==> config.mk <==
export PLATFORM = sky130hd
export DESIGN_NAME = nibble_serial_add_ctrl
export DESIGN_NICKNAME = d
export VERILOG_FILES = /design/src/rtl/nibble_serial_add_ctrl.sv
export SDC_FILE = /design/constraint.sdc
export NUM_CORES = 1
export LEC_CHECK = 0
export CAP_MARGIN = 5
export CORE_ASPECT_RATIO = 2
export CORE_MARGIN = 10
export CORE_UTILIZATION = 25
export DETAILED_ROUTE_END_ITERATION = 7
export GPL_ROUTABILITY_DRIVEN = 0
export PLACE_DENSITY = 0.54
export SYNTH_ARGS = -nofsm -noshare
export SYNTH_HDL_FRONTEND = slang
export SYNTH_SLANG_ARGS = --single-unit
==> constraint.sdc <==
create_clock -name clk -period 4.95 [get_ports clk]
set_clock_uncertainty 0.2 [all_clocks]
set_input_delay 0.99 -clock clk [delete_from_list [all_inputs] [get_ports clk]]
set_output_delay 0.99 -clock clk [all_outputs]
set_load 0.1 [all_outputs]
==> src/rtl/nibble_serial_add_ctrl.sv <==
// nibble_serial_add_ctrl: feeds WIDTH-bit operands through an external 4-bit CLA one nibble per cycle, LSB first
module nibble_serial_add_ctrl #(
  parameter int WIDTH = 16
) (
  input  logic             clk,
  input  logic             rst,
  input  logic             start,
  input  logic [WIDTH-1:0] op_a,
  input  logic [WIDTH-1:0] op_b,
  input  logic             carry_in,
  input  logic             sub,
  output logic [3:0]       cla_a,
  output logic [3:0]       cla_b,
  output logic             cla_cin,
  input  logic [3:0]       cla_sum,
  input  logic             cla_cout,
  output logic             busy,
  output logic             res_valid,
  input  logic             res_ready,
  output logic [WIDTH-1:0] result,
  output logic             carry_out,
  output logic             overflow
);
  localparam int NIBBLES = WIDTH / 4;
  localparam int IW = $clog2(NIBBLES);
  typedef enum logic [1:0] {IDLE, RUN, DONE} state_t;
  state_t                   state;
  logic [NIBBLES-1:0][3:0]  a_reg, b_reg, res_reg;
  logic [IW-1:0]            idx;
  logic                     cin_reg;
  logic                     run;
  assign run       = state == RUN;
  assign cla_a     = run ? a_reg[idx] : 4'd0;
  assign cla_b     = run ? b_reg[idx] : 4'd0;
  assign cla_cin   = run & cin_reg;
  assign busy      = state != IDLE;
  assign res_valid = state == DONE;
  assign result    = res_reg;
  // Sequencer: latch operands, step one nibble per cycle chaining the carry, hold result until consumed
  always_ff @(posedge clk) begin
    if (rst) begin
      state     <= IDLE;
      idx       <= '0;
      cin_reg   <= 1'b0;
      a_reg     <= '0;
      b_reg     <= '0;
      res_reg   <= '0;
      carry_out <= 1'b0;
      overflow  <= 1'b0;
    end else begin
      case (state)
        IDLE: if (start) begin
          a_reg   <= op_a;
          b_reg   <= sub ? ~op_b : op_b;
          cin_reg <= sub | carry_in;
          res_reg <= '0;
          idx     <= '0;
          state   <= RUN;
        end
        RUN: begin
          res_reg[idx] <= cla_sum;
          cin_reg      <= cla_cout;
          if (idx == IW'(NIBBLES - 1)) begin
            state     <= DONE;
            carry_out <= cla_cout;
            overflow  <= cla_a[3] ^ cla_b[3] ^ cla_sum[3] ^ cla_cout;
          end else begin
            idx <= idx + 1'b1;
          end
        end
        DONE: if (res_ready) state <= IDLE;
        default: state <= IDLE;
      endcase
    end
  end
endmodule

==> flow_metrics.env, run 1 <==
export IMPL_status="completed"
export IMPL_reg2regPathDepth=5
export IMPL_critPathKind="flop to primary output"
export IMPL_post_cts_setup_buffers=0
export IMPL_regArea_um2=1100
export IMPL_coreArea_um2=9640
export IMPL_yosysSeqAreaShare_pct=45.2
export IMPL_fill_cells=1009
export IMPL_cts_hold_buffers=0
export IMPL_grt_overflow_total=0
export IMPL_ctsResizeCount=0
export IMPL_cts_root_buffer_cell="clkbuf_16"
export IMPL_ys_ff_latch=55
export IMPL_vias_per_cell=4.52
export IMPL_dr_wl_met2_mm=3.64
export IMPL_multi_input_area_um2=1240
export IMPL_ctsHtreeMaxLevel=2
export IMPL_max_cap_violations=0
export IMPL_ios=72
export IMPL_drt_pass1_iterations=4
export IMPL_fin_util_pct=35.3
export IMPL_min_path_type="flop to flop"
export IMPL_avgSynthCellArea_um2=9.34
export IMPL_fin_ws_ns=1.23
export IMPL_die_h_um=160
export IMPL_rows=51
export IMPL_dp_cells=448
export IMPL_grt_max_degree=56
export IMPL_die_x_um=89.8
export IMPL_slew_violations=0
export IMPL_grt_pass1_wl_mm=10.8
export IMPL_wire_per_inst_um=14.6
export IMPL_clockBufferDepth=2
export IMPL_cts_sinks=55
export IMPL_fmax_ghz=0.269
export IMPL_grt_pass1_vias=2122
export IMPL_synth_area_um2=2440
export IMPL_netlist_area_leader_share_pct=45.2
export IMPL_finalSetupViolCount=0
export IMPL_place_hpwl_mm=5.10
export IMPL_vias=2061
export IMPL_drive_gt1_share_pct=8.33
export IMPL_stdcell_count=456
export IMPL_cp_max_fo=25
export IMPL_wl_met1_mm=2.46
export IMPL_cp_arrival_ns=2.53
export IMPL_antenna_found_initial=0
export IMPL_route_top_layer_used="met4"
export IMPL_wl_mm=6.68
export IMPL_nets=370
export IMPL_synth_distinct_cells=28
export IMPL_place_ws_ns=1.54
export IMPL_worst_pin_slew_ns=1.00
export IMPL_tritoncts="done"
export IMPL_p_per_area_nw_per_um2=309
export IMPL_synth_area_leaders="dfxtp_1 (45%), mux4_1 (7.5%), xnor2_1 (6.5%)"
export IMPL_start_util_pct=25.3
export IMPL_crit_path_start_kind="flop"
export IMPL_final_common_cell="clkdlybuf4s50_1"
export IMPL_ys_warn_count=0
export IMPL_crit_required_ns=3.76
export IMPL_syn2layout_area_growth_pct=39.4
export IMPL_drcViolationCount=0
export IMPL_fin_crit_ns=3.72
export IMPL_final_hold_violation_count=0
export IMPL_clk_latency_ns=0.29
export IMPL_slew_headroom_pct=33.2
export IMPL_ant_nets=0
export IMPL_worstHoldPathCells=2
export IMPL_critPathCaptureType="primary output"
export IMPL_yosysTopAreaCell="dfxtp_1"
export IMPL_rsz0062_at_grt="false"
export IMPL_p_leak_nw=1.24
export IMPL_synth_nets=308
export IMPL_post_route_period_util_pct=75.1
export IMPL_io_buffers=71
export IMPL_wl_met3_um=344
export IMPL_first_iter_violations=69
export IMPL_tns_ns=0
export IMPL_path_clk_slew_ns=0.07
export IMPL_antenna_cells=0
export IMPL_synth_cells=261
export IMPL_numCtsBuffers=5
export IMPL_mostFrequentLayoutCells="clkdlybuf4s50_1 (62), dfxtp_1 (55), nor2_1 (41)"
export IMPL_grt_usage_pct=9.32
export IMPL_ir_worst_vdd_mv=0.165
export IMPL_fp_dieArea_um2=14300
cells in the mapped netlist:
master    count
buf_1         1
and3b_1       1
a22oi_1       6
nor3b_1       1
and2_1        8
a21o_1        1
and2_2        1
a21oi_1      22
clkbuf_1     16
xnor2_2       1
a211oi_2      1
buf_2         2
nand2b_1      1
mux2i_1       1
nor3b_2       1
a32oi_1      12
a211oi_1     16
ha_1          4
o211ai_1      1
mux4_2        1
dfxtp_1      55
nand2_1      35
mux4_1        7
inv_1         5
buf_6         1
nor2b_1       1
nor2_1       41
xnor2_1      18
logic make-up after synthesis:
logic type	after synthesis	synth area share, %
fa+ha+maj	4	2.05
simple gates	90	15.8
mux	9	8.88
xor+xnor	19	7.14
buf+inv	25	4.26
compound gates	59	16.7
flops	55	45.2
layout make-up:
| type | count | share of cell area (%) |
|---|---|---|
| Clock buffer | 6 | 4.09 |
| Clock inverter | 2 | 0.479 |
| Inverter | 5 | 0.552 |
| Multi-Input combinational cell | 181 | 36.5 |
| Sequential cell | 55 | 32.4 |
| Tap cell | 132 | 4.86 |
| Timing Repair Buffer | 75 | 21.1 |
stage by stage:
step / area, µm² / power (mW) / hold slack [ns]
final: 3400 / 1.05 / 0.253
after global routing: 3400 / 1.10 / 0.282
after CTS: 3400 / 1.07 / 0.255
after detailed placement: 3240 / 0.704 / 0.245
after global placement: 3240 / 0.701 / 0.240
after floorplan: 2440 / 0.630 / 0.232
where the power goes:
part	switching (mW)	internal [mW]	leakage, nW
Sequential	0.0127	0.467	0.451
Combinational	0.123	0.0876	0.713
Clock	0.159	0.202	0.0731
Total	0.294	0.757	1.24
routing by layer:
metal | up-vias | track usage [%]
met5 | - | 0
met4 | 0 | 5.84
met3 | 11 | 2.49
met2 | 55 | 17.3
met1 | 959 | 8.73
li1 | 1036 | -
final timing paths:
check | end | slack (ns) | start
max | cla_a[3] | 1.23 | state[0]
min | a_reg[1] | 0.25 | a_reg[1]
max reg2reg | overflow | 3.01 | idx[0]
min reg2reg | a_reg[1] | 0.25 | a_reg[1]
worst max-delay path: stages, from the launching register on:
cell and delay [ns]:
dfxtp_1 0.45, nor2b_2 0.18, buf_4 0.25, and2_1 0.20, clkdlybuf4s50_1 1.15
(Power assumes the default switching activity.)
==> run 2: changes to the inputs <==
- PLACE_DENSITY: 0.54 -> 0.55
- clock period: 4.95 -> 3.35 ns (I/O delays scaled with it)
==> flow_metrics.env, run 2 (synthesis gave the netlist of run 1 again) <==
export IMPL_reg2regPathDepth=5
export IMPL_post_cts_setup_buffers=0
export IMPL_ios=72
export IMPL_critPathKind="flop to primary output"
export IMPL_power_mw=1.58
export IMPL_syn2layout_area_growth_pct=42.4
export IMPL_ctsResizeCount=0
export IMPL_rsz0062_at_grt="false"
export IMPL_reg2reg_slack_ns=1.30
export IMPL_fmax_ghz=0.351
export IMPL_antenna_cells=0
export IMPL_coreArea_um2=9640
export IMPL_io_buffers=71
export IMPL_reg2reg_to="result[4]"
export IMPL_stdcell_count=456
export IMPL_wire_per_inst_um=15.3
export IMPL_ir_worst_vdd_mv=0.207
export IMPL_vias=2041
export IMPL_final_common_cell="dfxtp_1"
export IMPL_finalSetupViolCount=0
export IMPL_clockBufferDepth=2
export IMPL_dp_cells=448
export IMPL_crit_required_ns=2.48
export IMPL_place_ws_ns=0.811
export IMPL_wl_mm=6.98
export IMPL_p_leak_nw=1.31
export IMPL_critPathCaptureType="primary output"
export IMPL_status="completed"
export IMPL_post_route_period_util_pct=85.1
export IMPL_mostFrequentLayoutCells="dfxtp_1 (55), nor2_1 (41), clkdlybuf4s50_1 (41)"
export IMPL_first_iter_violations=41
export IMPL_slew_headroom_pct=33.4
export IMPL_tns_ns=0
export IMPL_reg2reg_from="state[0]"
export IMPL_fin_crit_ns=2.85
export IMPL_place_hpwl_mm=5.32
export IMPL_grt_pass1_vias=2127
export IMPL_fill_cells=1008
export IMPL_vias_per_cell=4.48
export IMPL_cp_arrival_ns=1.98
export IMPL_max_cap_violations=0
export IMPL_final_hold_violation_count=0
export IMPL_ant_nets=0
export IMPL_cp_max_fo=7
export IMPL_die_x_um=89.8
export IMPL_cts_hold_buffers=0
export IMPL_rows=51
export IMPL_nets=370
export IMPL_hp_start="a_reg[15]"
export IMPL_cts_sinks=55
export IMPL_fp_dieArea_um2=14300
export IMPL_path_clk_slew_ns=0.07
export IMPL_cts_root_buffer_cell="clkbuf_16"
export IMPL_grt_usage_pct=9.72
export IMPL_final_area_um2=3470
export IMPL_placed_area_um2=3310
export IMPL_crit_path_start_kind="flop"
export IMPL_start_util_pct=25.3
export IMPL_numCtsBuffers=5
export IMPL_min_path_type="flop to flop"
export IMPL_grt_pass1_wl_mm=11.1
export IMPL_die_h_um=160
export IMPL_fin_util_pct=36.0
export IMPL_slew_violations=0
export IMPL_drcViolationCount=0
export IMPL_drt_pass1_iterations=4
export IMPL_worst_pin_slew_ns=0.999
export IMPL_drive_gt1_share_pct=14.5
export IMPL_tritoncts="done"
export IMPL_ctsHtreeMaxLevel=2
export IMPL_worstHoldPathCells=2
export IMPL_p_per_area_nw_per_um2=455
export IMPL_holdPathEnd="a_reg[15]"
export IMPL_clk_latency_ns=0.29
export IMPL_finalHoldWorstSlack_ns=0.254
export IMPL_grt_max_degree=56
export IMPL_antenna_found_initial=0
export IMPL_grt_overflow_total=0
export IMPL_fin_ws_ns=0.499
[run 2: cell types whose count changed in the layout (fill, tap and decap cells not counted), sizes merged]
cell,before,now
buf,13,34
clkdlybuf4s50,62,41
clkbuf,6,8
clkinv,1,0
clkinvlp,1,0
[run 2: cell type report]
class	instances	area, µm²	area share [%]
tap	132	165	4.76
timing repair buffer	75	788	22.7
clock buffer	8	156	4.51
multi-input combinational	181	1240	35.8
inverter	5	18.8	0.541
sequential	55	1100	31.7
[run 2: where the power goes]
group / leakage, nW / switching (mW) / internal, mW
logic: 0.784 / 0.183 / 0.142
clock network: 0.0772 / 0.223 / 0.319
registers: 0.451 / 0.0230 / 0.691
total: 1.31 / 0.429 / 1.15
[run 2: worst max path at each step]
stage | cells after the start | startpoint | end
after floorplan | 2 | state[1] | res_valid
after global placement | 4 | idx[0] | cla_a[0]
after detailed placement | 4 | idx[0] | cla_a[0]
after CTS | 4 | idx[0] | cla_a[0]
after global routing | 4 | idx[0] | cla_a[0]
final | 4 | idx[0] | cla_a[0]
[run 2: per-layer routing]
layer	share of wire (%)	up-vias	wire length, µm	global-route usage, %
met1	38	949	2620	9.51
met4	3.2	0	221	5.84
met2	55	53	3860	18.0
met3	3.9	12	272	2.16
li1	-	1027	-	-
met5	0	-	0	0
[run 2: critical path: stages (launching register included)]
cell,delay (ns)
dfxtp_1,0.51
buf_4,0.24
mux4_1,0.55
and2_1,0.21
buf_12,0.17
